## src/rtl/nmos_inv.sv

```systemverilog
// Filtered, pipelined inverter with a saturating output-transition counter.
// Optional macro NMOS_INV_XPROP_EN: X/Z samples force the accepted level to X instead of being ignored.
module nmos_inv #(
    parameter int FILTER = 1,
    parameter int DELAY  = 1
) (
    output logic        out,
    input  logic        in,
    input  logic        clk,
    input  logic        rst,
    output logic [15:0] toggle_cnt
);
    localparam logic [3:0] FILTER_W = 4'(FILTER);

    logic [3:0]       r_stab_cnt;
    logic             r_prev;
    logic             r_level;
    logic [DELAY-1:0] r_pipe;
    logic [15:0]      r_toggle_cnt;

    logic             w_in_valid;
    logic [3:0]       w_cnt_next;
    logic             w_level_next;
    logic [DELAY-1:0] w_pipe_next;
    logic             w_out_old;
    logic             w_out_new;
    logic             w_out_toggles;

    // Compares against constants only, so synthesis folds this to 1.
    assign w_in_valid = (in === 1'b0) || (in === 1'b1);

    // A count of 0 means no valid history, so the next valid sample always starts at 1.
    always_comb begin
        w_cnt_next   = r_stab_cnt;
        w_level_next = r_level;
        if (w_in_valid) begin
            if ((r_stab_cnt != 4'd0) && (in == r_prev)) begin
                w_cnt_next = (r_stab_cnt >= FILTER_W) ? FILTER_W : r_stab_cnt + 4'd1;
            end else begin
                w_cnt_next = 4'd1;
            end
            if (w_cnt_next >= FILTER_W) begin
                w_level_next = in;
            end
        end else begin
            w_cnt_next = 4'd0;
`ifdef NMOS_INV_XPROP_EN
            w_level_next = 1'bx;
`endif
        end
    end

    // Stage 0 sees the new accepted level on the same edge, giving one-cycle latency at DELAY=1.
    always_comb begin
        w_pipe_next    = r_pipe;
        w_pipe_next[0] = ~w_level_next;
        for (int i = 1; i < DELAY; i++) begin
            w_pipe_next[i] = r_pipe[i-1];
        end
    end

    assign w_out_old = r_pipe[DELAY-1];
    assign w_out_new = w_pipe_next[DELAY-1];

`ifdef NMOS_INV_XPROP_EN
    assign w_out_toggles = ((w_out_old === 1'b0) && (w_out_new === 1'b1)) ||
                           ((w_out_old === 1'b1) && (w_out_new === 1'b0));
`else
    assign w_out_toggles = (w_out_old != w_out_new);
`endif

    always_ff @(posedge clk) begin
        if (rst) begin
            r_stab_cnt   <= 4'd0;
            r_prev       <= 1'b0;
            r_level      <= 1'b0;
            r_pipe       <= '1;
            r_toggle_cnt <= 16'd0;
        end else begin
            r_stab_cnt <= w_cnt_next;
            r_level    <= w_level_next;
            r_pipe     <= w_pipe_next;
            if (w_in_valid) begin
                r_prev <= in;
            end
            if (w_out_toggles && (r_toggle_cnt != 16'hFFFF)) begin
                r_toggle_cnt <= r_toggle_cnt + 16'd1;
            end
        end
    end

    assign out        = r_pipe[DELAY-1];
    assign toggle_cnt = r_toggle_cnt;
endmodule

```

## config.mk

```make
export PLATFORM = sky130hd
export DESIGN_NAME = nmos_inv
export DESIGN_NICKNAME = d
export VERILOG_FILES = /design/src/rtl/nmos_inv.sv
export SDC_FILE = /design/constraint.sdc
export NUM_CORES = 1
export LEC_CHECK = 0
export CORE_ASPECT_RATIO = 1.1
export CORE_MARGIN = 3
export CORE_UTILIZATION = 50
export DETAILED_ROUTE_END_ITERATION = 12
export GPL_TIMING_DRIVEN = 0
export PLACE_DENSITY = 0.77
export SETUP_SLACK_MARGIN = 0.4
export SLEW_MARGIN = 15
export SYNTH_ARGS = -nofsm -noshare
export SYNTH_HDL_FRONTEND = slang
export SYNTH_SLANG_ARGS = --single-unit
```

## constraint.sdc

```tcl
create_clock -name clk -period 2.35 [get_ports clk]
set_input_delay 0.3525 -clock clk [delete_from_list [all_inputs] [get_ports clk]]
set_output_delay 0.3525 -clock clk [all_outputs]
set_load 0.02 [all_outputs]
```

==> impl_metrics.json <==
{
  "status": "finished, final reports clean",
  "nNetsFinal": 165,
  "synth_nets": 136,
  "peakVddDrop_uv": 418,
  "cellPowerDensity_nw_per_um2": 462,
  "yosys.area.top_type_share_pct": 41.3,
  "synthTopCellsByArea": "dfxtp_1 (41%), ha_1 (5.6%), a21oi_1 (4.0%), or3_1 (3.9%), nor2_1 (3.7%)",
  "yosys_warnings": 0,
  "setup_viol": 0,
  "path_clk_slew_ns": 0.13,
  "finalSetupTns_ns": 0,
  "clock_skew_ns": 0.00524,
  "period_needed_ns": 2.08,
  "numCtsBuffers": 3,
  "io_pins": 20,
  "clkSinkCount": 23,
  "p_leak_nw": 0.515,
  "yosysTopAreaCell": "dfxtp_1",
  "synth.area.mux_share_pct": 3.81,
  "fill_cells": 167,
  "port_buffers": 19,
  "synth_cell_type_count": 35,
  "final-max-slew-violation-count": 0,
  "cts_root_buffer": "clkbuf_4",
  "fp.dieW_um": 51.0,
  "cp.arrival_ns": 2.30,
  "worst-path-max-fanout": 3,
  "ctsLongestPathBuffers": 2,
  "antenna_found_initial": 0,
  "start_kind": "register",
  "grt_pass1_vias": 1016,
  "synth_top_family_by_area": "simple AND/OR/NAND/NOR gates",
  "dp_hpwl_mm": 1.65,
  "grt_max_degree": 13,
  "netlist_area_um2": 1120,
  "htree_levels": 1,
  "grt_pass1_wl_mm": 4.26,
  "drt_first_pass_iters": 4,
  "clkLatencyLatePin_ns": 0.31,
  "grt_setup_unrepaired": "true",
  "vias": 1042,
  "final_layout_size_suffix_gt1_share_pct": 17.3,
  "ant_nets": 0,
  "design.core.area_um2": 2060,
  "initial_utilization_pct": 54.1,
  "seqCellArea_um2": 465,
  "end_kind": "register",
  "synth_xor_area_share_pct": 1.57,
  "post-route-period-util_pct": 88.7,
  "wl_per_cell_um": 12.9,
  "synth_cells": 128,
  "synthAdderAreaFrac_pct": 5.61,
  "grt_usage_pct": 19.0,
  "die_y_um": 55.6,
  "synth-compound-area-share_pct": 15.4,
  "yosys.area_share.simple_pct": 27.4,
  "n_antenna_cell": 0,
  "die-area_um2": 2840,
  "dr.first_iter.drc_count": 24,
  "hold_violations": 0,
  "synth_area_per_cell_um2": 8.72,
  "cp.required_ns": 2.57,
  "synth_seq_cells": 23,
  "drc": 0,
  "synth-async-reset-ratio_pct": 0,
  "rows": 17,
  "finalPower_mw": 0.679,
  "cts_tree": "done",
  "multiInputGateArea_um2": 661,
  "overflow": 0,
  "place.gp.congestion": 0.757,
  "ctsHoldBuffers": 0,
  "path_class": "register to register",
  "routed_via_density": 5.66,
  "synth-edff-count": 0,
  "hold_path_class": "register to register",
  "max-cap-violations": 0,
  "fmax_mhz": 480,
  "ys.flop_type": "dfxtp_1",
  "syn2layout_area_growth_pct": 31.7,
  "wirelength_mm": 2.38,
  "yosysSeqAreaShare_pct": 41.3
}
-- final timing paths --
check	startpoint	endpoint	slack, ns	cells past startpoint
max reg2reg	r_stab_cnt[0]	toggle_cnt[15]	0.27	8
min	toggle_cnt[9]	toggle_cnt[9]	0.53	2
min reg2reg	toggle_cnt[9]	toggle_cnt[9]	0.53	2
max	r_stab_cnt[0]	toggle_cnt[15]	0.27	8
-- worst max-delay path, cell delays in order (launching register included) --
cell and delay (ns):
dfxtp_4 0.39, inv_4 0.04, ha_4 0.23, a2111o_1 0.36, o22ai_4 0.20, nand4_1 0.16, buf_4 0.18, nor3_4 0.12
mux2_4 0.31
-- synthesized netlist by cell type, drive strengths merged (3+ instances only) --
cell	n
dfxtp	23
inv	9
ha	5
nand3	8
nor3	4
or3	7
nand2b	3
nand2	5
o21ai	7
nand4	3
a21oi	9
nor2b	4
nor2	11
-- registers in the layout, summed over array words and instances (netlist names) --
signal and flops:
r_prev 1, r_stab_cnt 4, toggle_cnt 16, r_level 1, out 1
-- through the flow --
| stage | hold slack, ns | std cells | area, um2 | util [%] | setup slack, ns |
|---|---|---|---|---|---|
| 5_1_grt | 0.546 | 184 | 1470 | 71.3 | 0.123 |
| 2_1_floorplan | 0.472 | 128 | 1130 | - | 0.363 |
| 3_5_place_dp | 0.506 | 175 | 1360 | 65.9 | -0.173 |
| 3_3_place_gp | 0.495 | 175 | 1360 | 65.9 | -0.154 |
| 4_1_cts | 0.530 | 183 | 1440 | 69.9 | 0.266 |
| 6_report | 0.531 | 184 | 1470 | 71.3 | 0.267 |
-- cells in the final DEF, fill, tap and decap left out, drive strengths merged --
| cell type | Yosys | final |
|---|---|---|
| clkbuf | 2 | 6 |
| nand2b | 3 | 3 |
| buf | 1 | 6 |
| or3 | 7 | 7 |
| a211o | 1 | 1 |
| and3 | 1 | 1 |
| xnor2 | 1 | 1 |
| nor2 | 11 | 11 |
| o31a | 1 | 1 |
| mux2i | 2 | 2 |
| nand3 | 8 | 8 |
| clkdlybuf4s50 | 0 | 19 |
| o21a | 1 | 1 |
| or4 | 2 | 2 |
| a21oi | 9 | 9 |
| nand2 | 5 | 5 |
| dfxtp | 23 | 23 |
| nor4 | 2 | 2 |
| and2 | 2 | 2 |
| or2 | 2 | 2 |
| nor2b | 4 | 4 |
| nor3 | 4 | 4 |
| inv | 9 | 9 |
| o21ai | 7 | 7 |
| a211oi | 2 | 2 |
| o31ai | 2 | 2 |
| o22ai | 1 | 1 |
| xor2 | 1 | 1 |
| mux2 | 2 | 2 |
| conb | 1 | 1 |
| nand4b | 1 | 1 |
| a2111o | 1 | 1 |
| o221a | 1 | 1 |
| ha | 5 | 5 |
| nand4 | 3 | 3 |
-- power by group --
part | internal (mW) | switching [mW]
clock network | 0.0664 | 0.120
registers | 0.400 | 0.0102
logic | 0.0390 | 0.0435
total | 0.505 | 0.174
-- logic make-up after synthesis --
logic type / Yosys count
simple gates: 55
compound gates: 26
flops: 23
buf+inv: 12
fa+ha+maj: 5
mux: 4
xor+xnor: 2
other cells: 1
-- layout make-up --
| type | instances | area share [%] |
|---|---|---|
| Multi-Input combinational cell | 93 | 44.9 |
| Sequential cell | 23 | 31.7 |
| Timing Repair Buffer | 24 | 15.5 |
| Inverter | 9 | 2.47 |
| Tap cell | 28 | 2.38 |
| Clock buffer | 4 | 1.79 |
| Buffer | 3 | 1.28 |
-- per-layer routing --
layer  share of wire [%]  global-route usage (%)
met3                 4.5                    4.04
met2                  48                    31.7
met4                 2.9                    8.08
met5                   0                       0
met1                  44                    23.1
-- timing repair --
item	CTS	global route
gates resized for setup	6	4
setup buffers	4	1
pin swaps	4	1
setup endpoints to repair	14	16
(Power assumes the default switching activity.)
